--- config.mk ---
export PLATFORM = sky130hd
export DESIGN_NAME = ls165_flat
export DESIGN_NICKNAME = d
export VERILOG_FILES = /design/src/rtl/ttl_pkg.sv /design/src/rtl/ls165_if.sv /design/src/rtl/ttl_edge_det.sv /design/src/rtl/ls165.sv /design/src/flat_wrapper.sv
export SDC_FILE = /design/constraint.sdc
export NUM_CORES = 1
export LEC_CHECK = 0
export CAP_MARGIN = 5
export CORE_AREA = 2 2 39 41
export DETAILED_ROUTE_END_ITERATION = 10
export DIE_AREA = 0 0 41 43
export DONT_BUFFER_PORTS = 1
export HOLD_SLACK_MARGIN = 0.08
export MAX_ROUTING_LAYER = met4
export SLEW_MARGIN = 10
export SYNTH_ARGS = -nofsm -noshare
export SYNTH_HDL_FRONTEND = slang
export SYNTH_SLANG_ARGS = --single-unit
--- constraint.sdc ---
create_clock -name clk -period 2.2 [get_ports clk]
set_input_delay 0.22 -clock clk [delete_from_list [all_inputs] [get_ports clk]]
set_output_delay 0.22 -clock clk [all_outputs]
set_load 0.02 [all_outputs]
--- src/rtl/ttl_pkg.sv ---
// ttl_pkg: constants shared by the TTL-family models.
//   LS165_WIDTH      default number of shift stages (A..H)
//   LS165_SR_RST     per-bit reset value of the LS165 shift register
//   LS165_*_SYNC_RST reset values of the optional input synchronizer flops
//                    (idle-high clocks, shift mode, serial low)
package ttl_pkg;

  localparam int unsigned LS165_WIDTH = 8;
  localparam logic        LS165_SR_RST = 1'b0;

  localparam logic LS165_TTL_CLK_SYNC_RST = 1'b1;
  localparam logic LS165_CLK_INH_SYNC_RST = 1'b1;
  localparam logic LS165_SH_LD_N_SYNC_RST = 1'b1;
  localparam logic LS165_SER_SYNC_RST     = 1'b0;

endpackage

--- src/rtl/ls165_if.sv ---
// ls165_if: pin-level bundle of the 74LS165 model.
//   ttl_clk  CLK pin (pin 2), treated as data
//   clk_inh  CLK INH pin (pin 15), active-high
//   sh_ld_n  SH/LD pin (pin 1): low = parallel load, high = shift
//   ser      serial input (pin 10), enters stage A
//   d        parallel inputs, d[0] = A ... d[WIDTH-1] = H
//   q7/q7_n  QH (pin 9) and /QH (pin 7)
// master drives the chip pins, slave is the chip itself.
interface ls165_if
  import ttl_pkg::*;
#(
  parameter int unsigned WIDTH = LS165_WIDTH
);

  logic             ttl_clk;
  logic             clk_inh;
  logic             sh_ld_n;
  logic             ser;
  logic [WIDTH-1:0] d;
  logic             q7;
  logic             q7_n;

  modport master (
    output ttl_clk, clk_inh, sh_ld_n, ser, d,
    input  q7, q7_n
  );

  modport slave (
    input  ttl_clk, clk_inh, sh_ld_n, ser, d,
    output q7, q7_n
  );

endinterface

--- src/rtl/ttl_edge_det.sv ---
// ttl_edge_det: rising-edge detector for a signal sampled on clk.
//   clk   system clock
//   rst_n synchronous active-low reset; history resets to 1 so a signal
//         that is already high at reset release gives no edge
//   sig   sampled level
//   rise  one-cycle pulse when sig is 1 and was 0 on the previous cycle
module ttl_edge_det (
  input  logic clk,
  input  logic rst_n,
  input  logic sig,
  output logic rise
);

  logic hist;

  always_ff @(posedge clk) begin
    if (!rst_n) hist <= 1'b1;
    else        hist <= sig;
  end

  assign rise = sig & ~hist;

endmodule

--- src/rtl/ls165.sv ---
// ls165: clk-synchronous model of the 74LS165 8-bit parallel-in/serial-out
// shift register.
//   clk    system clock, every register updates on its rising edge
//   rst_n  synchronous active-low reset (sr cleared, no pending edge)
//   bus    ls165_if.slave: ttl_clk, clk_inh, sh_ld_n, ser, d in; q7, q7_n out
// The chip's shift clock is the gate ttl_clk | clk_inh; a shift happens on
// a sampled rising edge of that gate (including the clk_inh-rises-while-
// ttl_clk-low hazard of the real part). Load is level-sensitive and beats
// shift; the gate history still tracks during load.
// Optional feature: define LS165_INPUT_SYNC_EN to pass ttl_clk, clk_inh,
// sh_ld_n and ser through 2-flop synchronizers (d stays direct), adding
// 2 cycles of latency.
module ls165
  import ttl_pkg::*;
#(
  parameter int unsigned WIDTH = LS165_WIDTH
) (
  input logic    clk,
  input logic    rst_n,
  ls165_if.slave bus
);

  logic ttl_clk_i;
  logic clk_inh_i;
  logic sh_ld_n_i;
  logic ser_i;

`ifdef LS165_INPUT_SYNC_EN
  logic [1:0] ttl_clk_s;
  logic [1:0] clk_inh_s;
  logic [1:0] sh_ld_n_s;
  logic [1:0] ser_s;

  always_ff @(posedge clk) begin
    if (!rst_n) begin
      ttl_clk_s <= {2{LS165_TTL_CLK_SYNC_RST}};
      clk_inh_s <= {2{LS165_CLK_INH_SYNC_RST}};
      sh_ld_n_s <= {2{LS165_SH_LD_N_SYNC_RST}};
      ser_s     <= {2{LS165_SER_SYNC_RST}};
    end else begin
      ttl_clk_s <= {ttl_clk_s[0], bus.ttl_clk};
      clk_inh_s <= {clk_inh_s[0], bus.clk_inh};
      sh_ld_n_s <= {sh_ld_n_s[0], bus.sh_ld_n};
      ser_s     <= {ser_s[0], bus.ser};
    end
  end

  assign ttl_clk_i = ttl_clk_s[1];
  assign clk_inh_i = clk_inh_s[1];
  assign sh_ld_n_i = sh_ld_n_s[1];
  assign ser_i     = ser_s[1];
`else
  assign ttl_clk_i = bus.ttl_clk;
  assign clk_inh_i = bus.clk_inh;
  assign sh_ld_n_i = bus.sh_ld_n;
  assign ser_i     = bus.ser;
`endif

  logic             gclk;
  logic             gclk_rise;
  logic [WIDTH-1:0] sr;

  // Same OR gate as the chip, so the inhibit-pin hazard is reproduced.
  assign gclk = ttl_clk_i | clk_inh_i;

  // The detector's history runs every cycle, independent of load, so a
  // load released with gclk already high does not produce a shift.
  ttl_edge_det u_gclk_edge (
    .clk   (clk),
    .rst_n (rst_n),
    .sig   (gclk),
    .rise  (gclk_rise)
  );

  always_ff @(posedge clk) begin
    if (!rst_n)          sr <= {WIDTH{LS165_SR_RST}};
    else if (!sh_ld_n_i) sr <= bus.d;
    else if (gclk_rise)  sr <= {sr[WIDTH-2:0], ser_i};
  end

  assign bus.q7   = sr[WIDTH-1];
  assign bus.q7_n = ~sr[WIDTH-1];

endmodule

--- src/flat_wrapper.sv ---
// flat-port wrapper written by rule: the top's interface ports become plain ports
module ls165_flat import ttl_pkg::*;
#(
  parameter int unsigned WIDTH = LS165_WIDTH
)
  (clk, rst_n, bus_ttl_clk, bus_clk_inh, bus_sh_ld_n, bus_ser, bus_d, bus_q7, bus_q7_n);
  ls165_if #(.WIDTH(WIDTH)) bus_i ();
  input logic clk;
  input logic rst_n;
  input wire logic [$bits(bus_i.ttl_clk)-1:0] bus_ttl_clk;
  input wire logic [$bits(bus_i.clk_inh)-1:0] bus_clk_inh;
  input wire logic [$bits(bus_i.sh_ld_n)-1:0] bus_sh_ld_n;
  input wire logic [$bits(bus_i.ser)-1:0] bus_ser;
  input wire logic [$bits(bus_i.d)-1:0] bus_d;
  output wire logic [$bits(bus_i.q7)-1:0] bus_q7;
  output wire logic [$bits(bus_i.q7_n)-1:0] bus_q7_n;
  assign bus_i.ttl_clk = bus_ttl_clk;
  assign bus_i.clk_inh = bus_clk_inh;
  assign bus_i.sh_ld_n = bus_sh_ld_n;
  assign bus_i.ser = bus_ser;
  assign bus_i.d = bus_d;
  assign bus_q7 = bus_i.q7;
  assign bus_q7_n = bus_i.q7_n;
  ls165 #(.WIDTH(WIDTH)) u_core (.clk(clk), .rst_n(rst_n), .bus(bus_i));
endmodule
==> results.sh, run 1 <==
export IMPL_ys_warn_count=0
export IMPL_die_area_mm2=0.00176
export IMPL_postRouteAntennaNets=0
export IMPL_portBuffers=0
export IMPL_rrSetupSlack_ns=1.26
export IMPL_grt_use_met3_pct=8.90
export IMPL_synthMuxAreaShare_pct=0
export IMPL_mostFrequentLayoutCells="nand2_1, dfxtp_1, o21ai_0, a31oi_1"
export IMPL_synth_xor_area_share_pct=0
export IMPL_end_kind="flip-flop"
export IMPL_cp_start_kind="primary input"
export IMPL_synth_simple_gate_area_share_pct=17.7
export IMPL_fmax_mhz=847
export IMPL_synth_nets=62
export IMPL_die_h_um=43
export IMPL_crit_path_max_fanout=9
export IMPL_grt_overflow=0
export IMPL_cts_hold_buf=3
export IMPL_grt_pass1_wl_um=1260
export IMPL_finalNetCount=68
export IMPL_core_area_mm2=0.00138
export IMPL_cts_setup_buffers=0
export IMPL_rsz0062_at_grt="false"
export IMPL_multi_input_area_um2=179
export IMPL_drive_gt1_share_pct=9.43
export IMPL_place_congestion=0.721
export IMPL_fin_ws_ns=1.02
export IMPL_finalSetupTns_ns=0
export IMPL_grt_max_degree=10
export IMPL_skew_ns=0.00770
export IMPL_met2_usage_pct=17.2
export IMPL_r2r_start="u_core.u_gclk_edge.hist$_SDFF_PN1_"
export IMPL_status="complete, no violations"
export IMPL_cp_startpoint="rst_n"
export IMPL_relSlewSlack_pct=77.7
export IMPL_critPathRequiredTime_ns=2.35
export IMPL_placed_area_um2=383
export IMPL_num_io_pins=16
export IMPL_min_period_ns=1.18
export IMPL_cap_violations=0
export IMPL_drc=0
export IMPL_hold_ws_ns=0.0869
export IMPL_tightest_slew_ns=0.335
export IMPL_nFillCells=155
export IMPL_synth_compound_area_share_pct=29.2
export IMPL_rr_worst_depth=3
export IMPL_dr_total_vias=360
export IMPL_path_clk_slew_ns=0.07
export IMPL_cts_buffer_depth=2
export IMPL_fin_area_um2=439
export IMPL_busiest_layer="met2"
export IMPL_synthCells=48
export IMPL_fin_crit_sh_pct=53.7
export IMPL_synth_seq_cells=9
export IMPL_synthAdderAreaFrac_pct=0
export IMPL_cts_tree="built"
export IMPL_avgSynthCellArea_um2=7.95
export IMPL_crit_type="in2reg"
export IMPL_grt_pass1_vias=327
export IMPL_worst_ep_arrival_time_ns=1.33
export IMPL_drt_iter0_markers=12
export IMPL_use_met1_pct=10.4
export IMPL_clk_latency_ns=0.27
export IMPL_htreeDepth=1
export IMPL_numClockSinks=9
export IMPL_p_per_area_mw_per_mm2=777
export IMPL_reg2reg_to="u_core.sr[6]$_SDFFE_PN0P_"
export IMPL_pre_cts_ws_ns=1.28
export IMPL_final_common_cell="nand2_1"
export IMPL_row_count=14
export IMPL_ir_worst_vdd_mv=0.309
export IMPL_wire_per_inst_um=12.6
export IMPL_dieWidth_um=41
export IMPL_grt_usage_pct=11.3
export IMPL_final_core_util_pct=31.7
export IMPL_dr_pass1_iters=4
export IMPL_dp_cells=62
export IMPL_drv_slew=0
export IMPL_netlist_area_um2=382
export IMPL_yosysSeqAreaShare_pct=47.2
export IMPL_diodes=0
export IMPL_final_cells=69
export IMPL_register_area_um2=180
export IMPL_initial_core_util_pct=27.6
export IMPL_hold_viol=0
export IMPL_endpoint="u_core.u_gclk_edge.hist$_SDFF_PN1_"
export IMPL_leakage_nw=0.149
export IMPL_antenna_found_initial=0
export IMPL_yosysUniqueCellTypes=10
export IMPL_synth_top_family_by_area="compound AO/OA/AOI/OAI gates"
export IMPL_root_buffer="clkbuf_4"
export IMPL_numCtsBuffers=3
export IMPL_setup_viol=0
export IMPL_syn2layout_area_growth_pct=15.1
export IMPL_ctsResizeCount=0
export IMPL_total_power_mw=0.341
export IMPL_wl_um=872
export IMPL_holdCritPathClass="in2reg"
export IMPL_viasPerCell=5.22
==> power breakdown <==
part / leakage [nW] / internal, mW / total [mW] / switching, mW
combinational: 0.0595 / 0.0134 / 0.0290 / 0.0157
clock: 0.0150 / 0.0700 / 0.131 / 0.0609
sequential: 0.0748 / 0.174 / 0.181 / 0.00710
total: 0.149 / 0.258 / 0.341 / 0.0836
==> routing by layer <==
layer	vias to the layer above	wire length (um)
met4	0	0
met5	-	0
li1	177	-
met3	0	97
met2	14	410
met1	169	363
==> cells in the mapped netlist <==
cell | number | area share [%]
buf_6 | 1 | 3.0
buf_4 | 1 | 2.0
inv_1 | 1 | 0.98
a31oi_1 | 8 | 13
o21ai_0 | 8 | 10
o21bai_2 | 1 | 3.0
dfxtp_1 | 9 | 47
nand2_1 | 17 | 17
o21ba_2 | 1 | 2.6
nor2_1 | 1 | 0.98
==> sequential cells by signal (all words and copies together), names as in the netlist <==
signal / count
u_core.u_gclk_edge.hist: 1
u_core.sr: 8
==> worst max-delay path, cell delays in order <==
cell	delay, ns
dlygate4sd3_1	0.53
nand2_1	0.04
dlygate4sd3_1	0.54
==> logic make-up after synthesis <==
logic type | after synthesis
buf+inv | 3
flops | 9
simple gates | 18
compound gates | 18
==> worst min path at each step <==
| stage | startpoint | end | slack, ns | cells after the start |
|---|---|---|---|---|
| floorplan | rst_n | u_core.u_gclk_edge.hist$_SDFF_PN1_ | 0.28 | 1 |
| detailed placement | rst_n | u_core.u_gclk_edge.hist$_SDFF_PN1_ | 0.29 | 1 |
| CTS | rst_n | u_core.sr[7]$_SDFFE_PN0P_ | 0.09 | 2 |
| finish | rst_n | u_core.sr[7]$_SDFFE_PN0P_ | 0.09 | 2 |
| global route | rst_n | u_core.sr[5]$_SDFFE_PN0P_ | 0.09 | 2 |
| global placement | rst_n | u_core.u_gclk_edge.hist$_SDFF_PN1_ | 0.29 | 1 |
==> area by class of cell <==
cell class                 count  area share, %
sequential                     9           41.0
tap                           16           4.56
multi-input combinational     36           40.7
inverter                       1          0.855
timing repair buffer           3           6.84
clock buffer                   4           5.98
Note: power is estimated with default switching activity, not from simulation.
==> run 2, diff against run 1 <==
Clock period 2.2 ns to 1.2 ns, I/O delays scaled along.
==> results.sh, run 2 (same netlist as run 1, synthesis figures left out) <==
export IMPL_critical_path_max_stage_delay_ns=0.46
export IMPL_dieWidth_um=41
export IMPL_rr_worst_depth=3
export IMPL_cts_setup_buffers=0
export IMPL_row_count=14
export IMPL_rrSetupSlack_ns=0.23
export IMPL_fmax_mhz=991
export IMPL_place_congestion=0.721
export IMPL_status="complete, no violations"
export IMPL_finalSetupTns_ns=0
export IMPL_top_register="u_core.sr"
export IMPL_crit_type="reg2out"
export IMPL_min_period_ns=1.01
export IMPL_core_area_mm2=0.00138
export IMPL_end_kind="output pin"
export IMPL_skew_ns=0.00662
export IMPL_portBuffers=0
export IMPL_cp_start_kind="flip-flop"
export IMPL_antenna_found_initial=0
export IMPL_cts_buffer_depth=2
export IMPL_ir_worst_vdd_mv=0.551
export IMPL_drive_gt1_share_pct=8.33
export IMPL_wire_per_inst_um=12.4
export IMPL_initial_core_util_pct=27.6
export IMPL_clk_latency_ns=0.26
export IMPL_path_delay_family="flip-flops"
export IMPL_worstPathCellList="inv_1"
export IMPL_path_clk_slew_ns=0.06
export IMPL_mostFrequentLayoutCells="nand2_1, dlygate4sd3_1, dfxtp_1"
export IMPL_cts_tree="built"
export IMPL_tightest_slew_ns=0.384
export IMPL_holdPathEnd="u_core.sr[4]$_SDFFE_PN0P_"
export IMPL_worst_ep_arrival_time_ns=0.89
export IMPL_grt_pass1_vias=372
export IMPL_drv_slew=0
export IMPL_largestRegisters="u_core.sr (8), u_core.u_gclk_edge.hist (1)"
export IMPL_dr_total_vias=389
export IMPL_die_area_mm2=0.00176
export IMPL_crit_buf_inv=1
export IMPL_crit_path_max_fanout=3
export IMPL_grt_max_degree=13
export IMPL_reg2reg_to="u_core.sr[6]$_SDFFE_PN0P_"
export IMPL_seqPwrFrac_pct=51.8
export IMPL_htreeDepth=1
export IMPL_root_buffer="clkbuf_4"
export IMPL_dr_pass1_iters=4
export IMPL_final_common_cell="nand2_1"
export IMPL_internal_power_mw=0.488
export IMPL_grt_pass1_wl_um=1410
export IMPL_cap_violations=0
export IMPL_die_h_um=43
export IMPL_p_per_area_mw_per_mm2=1260
export IMPL_syn2layout_area_growth_pct=33.4
export IMPL_p_sw_mw=0.155
export IMPL_rsz0062_at_grt="false"
export IMPL_leakage_nw=0.181
export IMPL_numCtsBuffers=3
export IMPL_critPathRequiredTime_ns=1.08
export IMPL_ctsResizeCount=0
export IMPL_postRouteAntennaNets=0
export IMPL_holdPathStages=2
export IMPL_num_io_pins=16
export IMPL_hold_ws_ns=0.0932
export IMPL_hold_viol=0
export IMPL_setup_viol=0
export IMPL_p_sw_share_pct=24.1
export IMPL_numClockSinks=9
export IMPL_wl_um=946
export IMPL_nFillCells=155
export IMPL_dp_cells=62
export IMPL_relSlewSlack_pct=74.3
export IMPL_hold_start="bus_sh_ld_n"
export IMPL_diodes=0
export IMPL_final_cells=76
export IMPL_largest_reg_flops=8
export IMPL_grt_overflow=0
export IMPL_power_frac_comb_pct=12.0
export IMPL_fin_crit_sh_pct=84.1
export IMPL_drc=0
export IMPL_holdCritPathClass="in2reg"
export IMPL_viasPerCell=5.12
export IMPL_cp_slowest_cell="dfxtp_1"
export IMPL_finalNetCount=75
export IMPL_drt_iter0_markers=15
export IMPL_pwr_share_clk_pct=36.2
export IMPL_grt_usage_pct=12.8
export IMPL_r2r_start="u_core.u_gclk_edge.hist$_SDFF_PN1_"
run 2: changes by cell type in the layout (fill, tap and decap cells not counted):
cell           delta
dlygate4sd3_1     +7
run 2: layout make-up:
class                   instances  area [um^2]  area share, %
flip-flops and latches          9          180           35.4
inverters                       1         3.75          0.737
well taps                      16         20.0           3.93
clock buffers                   4         26.3           5.16
repair buffers                 10          100           19.7
multi-input cells              36          179           35.1
run 2: worst reg2reg max path: stages, from the launching register on:
cell and delay, ns:
dfxtp_1 0.31, o21ba_2 0.33, nand2_1 0.09, a31oi_1 0.18
run 2: timing repair:
action | CTS | global route
endpoints found under the hold margin | 9 | 1
setup endpoints to repair | 0 | 1
hold buffers | 10 | 1
run 2: worst max path at each step:
stage	slack [ns]	endpoint	from	cells after the start
finish	0.19	bus_q7_n	u_core.sr[7]$_SDFFE_PN0P_	1
global route	0.12	bus_q7_n	u_core.sr[7]$_SDFFE_PN0P_	1
CTS	0.03	u_core.u_gclk_edge.hist$_SDFF_PN1_	bus_ttl_clk	4
detailed placement	0.28	u_core.sr[3]$_SDFFE_PN0P_	u_core.u_gclk_edge.hist$_SDFF_PN1_	3
global placement	0.31	u_core.sr[2]$_SDFFE_PN0P_	u_core.u_gclk_edge.hist$_SDFF_PN1_	3
floorplan	0.34	u_core.sr[1]$_SDFFE_PN0P_	u_core.u_gclk_edge.hist$_SDFF_PN1_	4
run 2: per-stage QoR:
step	utilization (%)	setup slack, ns	power (mW)	instance area (um^2)
finish	36.8	0.191	0.643	509
global route	36.8	0.119	0.678	509
CTS	36.8	0.0258	0.658	509
detailed placement	27.7	0.284	0.382	383
global placement	27.7	0.308	0.381	383
floorplan	-	0.345	0.382	382
run 2: power by group through the flow:
stage	clock, mW	combinational, mW	sequential (mW)
6_report	0.233	0.0772	0.333
2_1_floorplan	0	0.0444	0.337
4_1_cts	0.249	0.0764	0.333
3_5_place_dp	0	0.0421	0.339
5_1_grt	0.255	0.0862	0.336
3_3_place_gp	0	0.0415	0.340
run 2: layer usage:
metal / vias to the layer above / wire length (um) / GRT usage, %
met4: 0 / 0 / 4.00
met5: - / 0 / -
met3: 0 / 110 / 8.90
met2: 23 / 464 / 20.9
li1: 191 / - / -
met1: 175 / 371 / 11.0
